[src/rtl/inst_encoder_pkg.sv]
// Shared types and constants for the RV32I instruction encoder.
// The EMIT2 state exists only when INST_ENCODER_PSEUDO_LI_EN is defined.
package inst_encoder_pkg;

    typedef enum logic [3:0] {
        K_R      = 4'd0,
        K_IALU   = 4'd1,
        K_LOAD   = 4'd2,
        K_STORE  = 4'd3,
        K_BRANCH = 4'd4,
        K_JAL    = 4'd5,
        K_JALR   = 4'd6,
        K_LUI    = 4'd7,
        K_AUIPC  = 4'd8,
        K_LI     = 4'd9
    } kind_e;

    // ALU codes shared with the decoder
    typedef enum logic [4:0] {
        ALU_ADD  = 5'd0,
        ALU_SUB  = 5'd1,
        ALU_SLL  = 5'd2,
        ALU_SLT  = 5'd3,
        ALU_SLTU = 5'd4,
        ALU_XOR  = 5'd5,
        ALU_SRL  = 5'd6,
        ALU_SRA  = 5'd7,
        ALU_OR   = 5'd8,
        ALU_AND  = 5'd9,
        ALU_LUI  = 5'd10
    } alu_op_e;

    localparam logic [6:0] OP_R      = 7'b0110011;
    localparam logic [6:0] OP_IALU   = 7'b0010011;
    localparam logic [6:0] OP_LOAD   = 7'b0000011;
    localparam logic [6:0] OP_STORE  = 7'b0100011;
    localparam logic [6:0] OP_BRANCH = 7'b1100011;
    localparam logic [6:0] OP_JAL    = 7'b1101111;
    localparam logic [6:0] OP_JALR   = 7'b1100111;
    localparam logic [6:0] OP_LUI    = 7'b0110111;
    localparam logic [6:0] OP_AUIPC  = 7'b0010111;

    typedef enum logic [1:0] {
        S_IDLE  = 2'd0,
        S_EMIT  = 2'd1
`ifdef INST_ENCODER_PSEUDO_LI_EN
        ,
        S_EMIT2 = 2'd2
`endif
    } state_e;

    // funct3 for an ALU operation (R and I-ALU share it)
    function automatic logic [2:0] alu_funct3(input logic [4:0] op);
        case (op)
            ALU_SLL:          return 3'b001;
            ALU_SLT:          return 3'b010;
            ALU_SLTU:         return 3'b011;
            ALU_XOR:          return 3'b100;
            ALU_SRL, ALU_SRA: return 3'b101;
            ALU_OR:           return 3'b110;
            ALU_AND:          return 3'b111;
            default:          return 3'b000;
        endcase
    endfunction

endpackage

[src/rtl/inst_encoder_pack.sv]
// inst_pack: combinational mapping of request kind/fields/immediate to an
// RV32I word plus an illegal flag. With INST_ENCODER_PSEUDO_LI_EN, LI may
// also produce a second (ADDI) word.
module inst_pack
    import inst_encoder_pkg::*;
(
    input  logic [3:0]  i_kind,
    input  logic [4:0]  i_alu_op,
    input  logic [2:0]  i_funct3,
    input  logic [4:0]  i_rd,
    input  logic [4:0]  i_rs1,
    input  logic [4:0]  i_rs2,
    input  logic [31:0] i_imm,
    output logic [31:0] o_word,
    output logic        o_illegal
`ifdef INST_ENCODER_PSEUDO_LI_EN
    ,
    output logic [31:0] o_word2,
    output logic        o_two
`endif
);

    logic [2:0]  w_f3;
    logic        w_shift;
    logic        w_op_bad;
    logic [6:0]  w_f7;
`ifdef INST_ENCODER_PSEUDO_LI_EN
    logic        w_fits12;
    logic [19:0] w_li_hi;
    // upper part rounded so the sign-extended ADDI low part lands on imm
    assign w_li_hi  = i_imm[31:12] + {19'd0, i_imm[11]};
    assign w_fits12 = (i_imm[31:11] == '0) || (i_imm[31:11] == '1);
`endif

    assign w_f3     = alu_funct3(i_alu_op);
    assign w_shift  = (i_alu_op == ALU_SLL) || (i_alu_op == ALU_SRL) || (i_alu_op == ALU_SRA);
    // codes above LUI have no encoding at all
    assign w_op_bad = (i_alu_op > ALU_LUI);
    assign w_f7     = ((i_alu_op == ALU_SUB) || (i_alu_op == ALU_SRA)) ? 7'b0100000 : 7'b0000000;

    // per-kind encoding and legality
    always_comb begin
        o_word    = '0;
        o_illegal = 1'b0;
`ifdef INST_ENCODER_PSEUDO_LI_EN
        o_word2   = '0;
        o_two     = 1'b0;
`endif
        case (i_kind)
            K_R: begin
                o_illegal = w_op_bad || (i_alu_op == ALU_LUI);
                o_word    = {w_f7, i_rs2, i_rs1, w_f3, i_rd, OP_R};
            end
            K_IALU: begin
                o_illegal = w_op_bad || (i_alu_op == ALU_SUB) || (i_alu_op == ALU_SRA) ||
                            (i_alu_op == ALU_LUI) || (w_shift && (i_imm[31:5] != '0));
                o_word    = w_shift ? {w_f7, i_imm[4:0], i_rs1, w_f3, i_rd, OP_IALU}
                                    : {i_imm[11:0], i_rs1, w_f3, i_rd, OP_IALU};
            end
            K_LOAD: begin
                o_illegal = (i_funct3 == 3'b011) || (i_funct3 == 3'b110) || (i_funct3 == 3'b111);
                o_word    = {i_imm[11:0], i_rs1, i_funct3, i_rd, OP_LOAD};
            end
            K_STORE: begin
                o_illegal = (i_funct3 > 3'b010);
                o_word    = {i_imm[11:5], i_rs2, i_rs1, i_funct3, i_imm[4:0], OP_STORE};
            end
            K_BRANCH: begin
                o_illegal = (i_funct3 == 3'b010) || (i_funct3 == 3'b011);
                o_word    = {i_imm[12], i_imm[10:5], i_rs2, i_rs1, i_funct3,
                             i_imm[4:1], i_imm[11], OP_BRANCH};
            end
            K_JAL:   o_word = {i_imm[20], i_imm[10:1], i_imm[11], i_imm[19:12], i_rd, OP_JAL};
            K_JALR:  o_word = {i_imm[11:0], i_rs1, 3'b000, i_rd, OP_JALR};
            K_LUI:   o_word = {i_imm[31:12], i_rd, OP_LUI};
            K_AUIPC: o_word = {i_imm[31:12], i_rd, OP_AUIPC};
`ifdef INST_ENCODER_PSEUDO_LI_EN
            K_LI: begin
                if (w_fits12) begin
                    o_word = {i_imm[11:0], 5'd0, 3'b000, i_rd, OP_IALU};
                end else if (i_imm[11:0] == '0) begin
                    o_word = {i_imm[31:12], i_rd, OP_LUI};
                end else begin
                    o_word  = {w_li_hi, i_rd, OP_LUI};
                    o_word2 = {i_imm[11:0], i_rd, 3'b000, i_rd, OP_IALU};
                    o_two   = 1'b1;
                end
            end
`endif
            default: o_illegal = 1'b1;
        endcase
    end

endmodule

[src/rtl/inst_encoder.sv]
// inst_encoder: accepts encode requests, writes RV32I words to instruction
// memory at consecutive addresses from BASE_ADDR. Optional LI pseudo-op
// expansion (two-word LUI+ADDI) is enabled by INST_ENCODER_PSEUDO_LI_EN.
module inst_encoder
    import inst_encoder_pkg::*;
#(
    parameter logic [31:0] BASE_ADDR = 32'h0000_0000
) (
    input  logic        clk,
    input  logic        rst,
    input  logic        req_valid,
    output logic        req_ready,
    input  logic [3:0]  req_kind,
    input  logic [4:0]  alu_op,
    input  logic [2:0]  funct3_in,
    input  logic [4:0]  rd,
    input  logic [4:0]  rs1,
    input  logic [4:0]  rs2,
    input  logic [31:0] imm,
    output logic        wr_en,
    input  logic        wr_ready,
    output logic [31:0] wr_addr,
    output logic [31:0] wr_data,
    output logic        err,
    output logic [15:0] words
);

    state_e      r_state;
    logic [31:0] r_data;
    logic [31:0] r_addr;
    logic [15:0] r_words;
    logic        r_err;

    logic [31:0] w_word;
    logic        w_illegal;
    logic        w_hs;
    logic        w_acc;
    logic        w_req_ready;
    logic        w_two_pend;

`ifdef INST_ENCODER_PSEUDO_LI_EN
    logic [31:0] w_word2;
    logic        w_two;
    logic [31:0] r_word2;
    logic        r_two;
    assign w_two_pend = r_two;
`else
    assign w_two_pend = 1'b0;
`endif

    inst_pack u_pack (
        .i_kind    (req_kind),
        .i_alu_op  (alu_op),
        .i_funct3  (funct3_in),
        .i_rd      (rd),
        .i_rs1     (rs1),
        .i_rs2     (rs2),
        .i_imm     (imm),
        .o_word    (w_word),
        .o_illegal (w_illegal)
`ifdef INST_ENCODER_PSEUDO_LI_EN
        ,
        .o_word2   (w_word2),
        .o_two     (w_two)
`endif
    );

    // ready in IDLE, or in EMIT when the current word leaves this cycle and nothing follows it
    always_comb begin
        w_req_ready = 1'b0;
        if (rst) begin
            case (r_state)
                S_IDLE:  w_req_ready = 1'b1;
                S_EMIT:  w_req_ready = wr_ready & ~w_two_pend;
                default: w_req_ready = 1'b0;
            endcase
        end
    end

    assign wr_en     = (r_state != S_IDLE);
    assign w_hs      = wr_en & wr_ready;
    assign w_acc     = req_valid & w_req_ready;
    assign req_ready = w_req_ready;
    assign wr_addr   = r_addr;
    assign wr_data   = r_data;
    assign err       = r_err;
    assign words     = r_words;

    // FSM, output word register, address and word counters
    always_ff @(posedge clk or negedge rst) begin
        if (!rst) begin
            r_state <= S_IDLE;
            r_data  <= '0;
            r_addr  <= BASE_ADDR;
            r_words <= '0;
            r_err   <= 1'b0;
`ifdef INST_ENCODER_PSEUDO_LI_EN
            r_word2 <= '0;
            r_two   <= 1'b0;
`endif
        end else begin
            if (w_hs) begin
                r_addr <= r_addr + 32'd4;
                if (r_words != 16'hFFFF) r_words <= r_words + 16'd1;
            end
            if (w_acc && w_illegal) r_err <= 1'b1;

            if (w_acc && !w_illegal) begin
                r_data  <= w_word;
`ifdef INST_ENCODER_PSEUDO_LI_EN
                r_word2 <= w_word2;
                r_two   <= w_two;
`endif
                r_state <= S_EMIT;
            end
`ifdef INST_ENCODER_PSEUDO_LI_EN
            else if (w_hs && r_two) begin
                r_data  <= r_word2;
                r_two   <= 1'b0;
                r_state <= S_EMIT2;
            end
`endif
            else if (w_hs) begin
                r_state <= S_IDLE;
            end
        end
    end

endmodule

[config.mk]
export PLATFORM = sky130hd
export DESIGN_NAME = inst_encoder
export DESIGN_NICKNAME = d
export VERILOG_FILES = /design/src/rtl/inst_encoder_pkg.sv /design/src/rtl/inst_encoder_pack.sv /design/src/rtl/inst_encoder.sv
export SDC_FILE = /design/constraint.sdc
export NUM_CORES = 1
export LEC_CHECK = 0
export CAP_MARGIN = 25
export CORE_MARGIN = 2
export CORE_UTILIZATION = 35
export DETAILED_ROUTE_END_ITERATION = 8
export GPL_ROUTABILITY_DRIVEN = 1
export PLACE_DENSITY = 0.69
export SLEW_MARGIN = 25
export SYNTH_ARGS = -nofsm -noshare
export SYNTH_HDL_FRONTEND = slang
export SYNTH_SLANG_ARGS = --single-unit
[constraint.sdc]
create_clock -name clk -period 2.17 [get_ports clk]
set_input_delay 0.217 -clock clk [delete_from_list [all_inputs] [get_ports clk]]
set_output_delay 0.217 -clock clk [all_outputs]
set_load 0.005 [all_outputs]
# Yosys cells after proc, flatten, opt, wreduce, memory -nomap -nowiden
# Memory sizes are Yosys's and may differ from the RTL's.
# Cells that the tools add are included.
dict set report word_totals {
  mem_bits_ro 48
  wordCells 62
  memories 1
  ramBits 0
  latchBits 0
  out_inout_bits 83
  ff_bits 83
  input_bits 63
}
# name depth width rd rd_ports_with_merged_regs write_ports line
set memory_table {}
lappend memory_table {{(no name shown)} 16 3 1 0 0 inst_encoder_pkg.sv:54} ;# case (op)
dict set report classes {
  n_bitwise 2
  reduce_logical 22
  magnitude_cmp 2
  eq_ne 19
  n_div 0
  mux 9
  n_mul 0
  n_shift 0
  add_sub_neg 2
}
# op count
set op_table {}
lappend op_table {{case mux 32 bit (9 select lines)} 1}
lappend op_table {{adder 32 x 3 -> 32 bit, second input constant} 1}
lappend op_table {{two-way mux 32 bit} 1}
lappend op_table {{nonzero test 27 bit} 1}
lappend op_table {{adder 16 x 1 -> 16 bit, second input constant} 1}
lappend op_table {{== test 4 x 3 -> 1 bit, second input constant} 4}
lappend op_table {{inequality test 16 bit, second input constant} 1}
lappend op_table {{logical OR 1 bit} 11}
lappend op_table {{== test 5 x 3 -> 1 bit, second input constant} 2}
lappend op_table {{== test 4 x 2 -> 1 bit, second input constant} 2}
lappend op_table {{== test 3 x 2 -> 1 bit, second input constant} 2}
lappend op_table {{== test 3 bit, second input constant} 2}
lappend op_table {{two-way mux 6 bit} 1}
lappend op_table {{case mux 1 bit (6 select lines)} 1}
lappend op_table {{== test 5 x 1 -> 1 bit, second input constant} 1}
lappend op_table {{== test 5 x 2 -> 1 bit, second input constant} 1}
lappend op_table {{== test 5 x 4 -> 1 bit, second input constant} 1}
lappend op_table {{> comparator 5 x 4 -> 1 bit, second input constant} 1}
lappend op_table {{== test 4 x 1 -> 1 bit, second input constant} 1}
lappend op_table {{== test 4 bit, second input constant} 1}
lappend op_table {{logical NOT 4 bit} 1}
lappend op_table {{two-way mux 2 bit} 2}
lappend op_table {{nonzero test 2 bit} 2}
lappend op_table {{OR reduction 4 bit} 1}
lappend op_table {{10 further kinds} 13}

# Depth between registers and ports, before layout
dict set report depth {
  word_depth 9
  depth_mapped 7
  ltp_nobuf 6
}

# Hierarchy
# From an unflattened synthesis, not the netlist that was laid out.
dict set report unflattened {
  cells_unflattened 478
  area_unflattened_um2 4759.6
}
# module seq_area_each_um2 cells_each n_inst area_per_inst_um2
set by_module_without_submodules {}
lappend by_module_without_submodules {inst_encoder 2001.9 271 1 3458.3}
lappend by_module_without_submodules {inst_pack 0.0 207 1 1301.2}

# Worst setup path after synthesis
# OpenSTA, ideal clock, no wires.
dict set report synth_timing {
  kind {input -> register}
  from {input req_kind[0]}
  to {register r_data[10], in the netlist wr_data[10]}
  setup_time_ns 0.125
  path_slack_ns 0.300
  required_ns 2.045
  n_path_buf 2
  arrival_ns 1.745
  cell_stages 7
  cell_sequence {buf_2 or2_1 o22ai_1 nand4b_1 a211oi_4 buf_6 mux2_2}
}
dict set report synth_between {
  elab_chain_len 5
  elab_cells_between_ends 14
  classes_between {eq/ne (8); mux (2); reduce/logical (4)}
}
# item line
set synth_rtl {}
lappend synth_rtl {{from (decl)} inst_encoder.sv:13} ;# input logic [3:0] req_kind,
lappend synth_rtl {{== test 4 x 3 -> 1 bit / == test 4 bit (equally long branches)} inst_encoder_pack.sv:49} ;# case (i_kind)
lappend synth_rtl {{OR reduction 4 bit (no line)} n/a}
lappend synth_rtl {{case mux 1 bit (6 select lines)} inst_encoder_pack.sv:49}
lappend synth_rtl {{logical NOT 1 bit} inst_encoder.sv:108} ;# if (w_acc && !w_illegal) begin
lappend synth_rtl {{logical AND 1 bit} inst_encoder.sv:108}
lappend synth_rtl {{to (signal assigned)} inst_encoder.sv:109} ;# r_data <= w_word;
lappend synth_rtl {{to (decl)} inst_encoder.sv:29} ;# logic [31:0] r_data;
# Several ways; a longest one is shown, not always the timed one.
# A chain may end at the register's enable or synchronous reset.

# Worst setup path after layout
dict set report layout_timing {
  from {input imm[13]}
  to {register r_data[4], in the netlist wr_data[4]}
}
dict set report layout_between {
  elab_chain_len 6
}
# item line
set layout_rtl {}
lappend layout_rtl {{from (decl)} inst_encoder.sv:19} ;# input logic [31:0] imm,
lappend layout_rtl {{nonzero test 27 bit} inst_encoder_pack.sv:56} ;# (i_alu_op == ALU_LUI) || (w_shift && (i_imm[31:5] != '0));
lappend layout_rtl {{logical AND 1 bit} inst_encoder_pack.sv:56}
lappend layout_rtl {{logical OR 1 bit} inst_encoder_pack.sv:56}
lappend layout_rtl {{case mux 1 bit (6 select lines)} inst_encoder_pack.sv:49}
lappend layout_rtl {{logical NOT 1 bit} inst_encoder.sv:108}
lappend layout_rtl {{logical AND 1 bit} inst_encoder.sv:108}
# Every way passes these cells.

==> metrics.md <==
| Metric | Value |
|---|---|
| Layout fillers | between 1000 and 1500 |
| Post-synthesis cell area | 4440 um2 |
| Die width | around 120 um |
| Share of cells above drive strength 1 | 17.0% |
| R2R Path End | words[11]$_DFFE_PN0P_ |
| Site Rows | 41 |
| Clock latency at the later pin of the worst-skew pair | between 0.3 and 0.4 ns |
| R2r worst-path depth | 5 |
| Post-DP HPWL | around 10 mm |
| Class of the worst hold path | in2async |
| Top-Level Pins | 146 |
| Worst clock skew | ~0.0054 ns |
| RSZ-0062 raised after global routing | false |
| Final #Nets | about 700 |
| Fmax | 472 MHz |
| GRT met2 Usage | just over 30% |
| Final Hold Vio Count | 0 |
| Initial antenna violation count | 0 |
| Final setup violation count | 0 |
| Placed Area | 6410 um2 |
| DRC Markers | 0 |
| Startpoint Class | input port |
| Hold-fix buffers at CTS | 0 |
| Fraction of registers with async set or reset after synthesis | 100% |
| Worst path max stage delay | around 0.44 ns |
| Vias in the first global route | between 4000 and 5000 |
| TritonCTS clock tree | yes |
| Cells along the critical path | clkdlybuf4s50_1 -> nor4_2 -> buf_4 -> nand4_1 -> o211a_1 -> a211oi_4 -> buf_6 -> buf_12 -> mux2_2 |
| WP data arrival | 2.34 ns |
| Static Leakage | 2.94 nW |
| Register bit total from synthesis | 79 |
| Setup Crit Path Kind | in2reg |
| Flop2flop setup slack | 0.26 ns |
| Worst setup EP type | flip-flop |
| Placer Congestion | between 0.8 and 0.9 |
| Most frequent cells in the layout | clkdlybuf4s50_1, dfrtp_1, buf_4 |
| Max Fanout on Critical Path | 15 |
| Vias/cell | between 5 and 6 |
| Max Transition Viols Final | 0 |
| Clock Pin Slew Worst Setup and Hold Paths | 0.06 ns |
| DRT iter0 DRCs | 261 |
| Drt wl/cell | approximately 17 um |
| Met1 Use GR | 26.8% |
| Global-route wire length before repair | just over 20 mm |
| Library cells used by synthesis | 57 |
| CTS Buffer Depth | 2 |
| Worst vdd ir | roughly 0.33 mV |
| EDFF count, synth | 0 |
| Status | complete, no violations |
| Seq/Total Area, Yosys | 44.5% |
| Critical-path top delay cell | clkdlybuf4s50_1 |
| Rel. slew slack | between 50% and 60% |
| H-tree depth | 3 |
| Gr busiest metal | met2 |
| Antenna Cells | 0 |
| Full die area | 13600 um2 |
| Layout area overhead | 53.6% |
| GRT Overall Usage | between 10% and 20% |
| Core Area | around 13000 um2 |
| # port buffers | 143 |
| Worst-Margin Slew | 0.736 ns |
| Routed WL | roughly 13 mm |
| Max-cap viol count | 0 |
| Synth Flop Type | dfrtp_1 |
| Post-Synthesis Cells | about 440 |
| Pre-Repair DR Iteration Count | 5 |
| Final Cell Area | between 6000 and 7000 um2 |
| Antenna-violating nets left | 0 |
| Most common cell after layout, fill and taps aside | clkdlybuf4s50_1 |
| Layout Utilization | a little over half |
| Largest net degree at the start of global routing | 80 |
| Met3 Use GR | ~3.2% |
| Die Y | ~120 um |
| Required @ worst endpoint | roughly 2.4 ns |
| Fin crit share | 97.6% |
| Initial Util | a little over a third |
| Overflow after GRT | 0 |
| Sink Count | between 70 and 80 |
| Yosys warns | 0 |
| Period minus WS final | between 2 and 2.5 ns |
| Pwr Density | 677 nW/um2 |
| CTS root buffer | clkbuf_16 |
| Mean post-synth cell area | ~10 um2 |
| Reg-to-Reg Start | words[10]$_DFFE_PN0P_ |
| Inserted Clock Buffers | 9 |
| DR vias | 4139 |
worst max-delay path: cells and delay by family:
kind / cells / cell delay, ns
multiplexers: 1 / 0.34
AO/OA/AOI/OAI: 2 / 0.49
AND/OR/NAND/NOR: 2 / 0.38
buffers and inverters: 4 / 0.90
kinds of logic after synthesis:
| family | Yosys count | synth area share (%) |
|---|---|---|
| buffers and inverters | 32 | 3.60 |
| muxes | 36 | 8.98 |
| other | 1 | 0.0844 |
| xor gates and xnor gates | 45 | 8.87 |
| and+or+nand+nor | 153 | 18.7 |
| AOI/OAI and AO/OA | 91 | 14.7 |
| DFF | 79 | 44.5 |
| adders and majority gates | 2 | 0.563 |
flip-flops by register name, summed over array words and instances (netlist names):
register	count
err	1
wr_data	31
r_state	1
wr_addr	30
words	16
layout make-up:
type                       instances  area, um2  share of cell area [%]
inverter                          10       37.5                   0.550
clock inverter                     5       82.6                    1.21
timing repair buffer             201       1920                    28.2
tap                              172        215                    3.15
clock buffer                      10        239                    3.50
sequential                        79       1980                    29.0
multi-input combinational        329       2350                    34.4
power breakdown:
group          switching [mW]  internal (mW)
Sequential              0.162           1.67
Combinational           0.429          0.732
Clock                   0.594           1.03
stage by stage:
step                TNS, ns  std cells  hold slack, ns  setup WS (ns)  total power, mW
floorplan                 0        440         -0.0786          0.300             2.24
global placement     -12.41        788           0.463         -0.415             2.99
detailed placement   -15.65        788           0.474         -0.527             3.01
CTS                       0        803           0.210        0.00420             4.68
global route              0        806           0.112     0.00000866             4.87
finish                    0        806          0.0322         0.0521             4.62
routing by layer:
metal  share of wire [%]  wire length [um]
met3                 5.3               712
met1                  46              6150
met5                   0                 0
met4                 2.5               337
met2                  46              6210
worst max-delay path by stage:
stage                startpoint                 endpoint  slack [ns]  cells after the start
finish                  imm[13]   wr_data[4]$_DFFE_PN0P_        0.05                      9
global route            imm[13]   wr_data[6]$_DFFE_PN0P_    0.000009                      9
CTS                     imm[23]  wr_data[19]$_DFFE_PN0P_       0.004                      7
detailed placement      imm[23]  wr_data[19]$_DFFE_PN0P_       -0.53                      7
global placement        imm[11]   wr_data[4]$_DFFE_PN0P_       -0.42                      7
floorplan           req_kind[0]  wr_data[10]$_DFFE_PN0P_        0.30                      7
cell usage after synthesis (8+ instances only):
cell type,number,area share (%)
and3_1,11,1.5
xor2_1,15,3.0
nand4_1,9,1.3
nand3_1,19,2.1
nor2_1,16,1.4
dfrtp_1,79,44
a21oi_1,14,1.6
o21ai_0,17,1.9
xnor2_1,30,5.9
nor4_1,10,1.4
nand2_1,38,3.2
a22o_1,12,2.4
clkbuf_1,8,0.68
nor3_1,10,1.1
mux2_2,26,6.6
inv_1,10,0.84
what timing repair did:
| action | CTS | global route |
|---|---|---|
| cloned | 0 | 1 |
| endpoints found under the setup margin | 29 | 29 |
| pin swaps | 1 | 5 |
| gates resized for setup | 3 | 8 |
| buffers inserted | 0 | 2 |
Power figures use the tool's default switching activity.
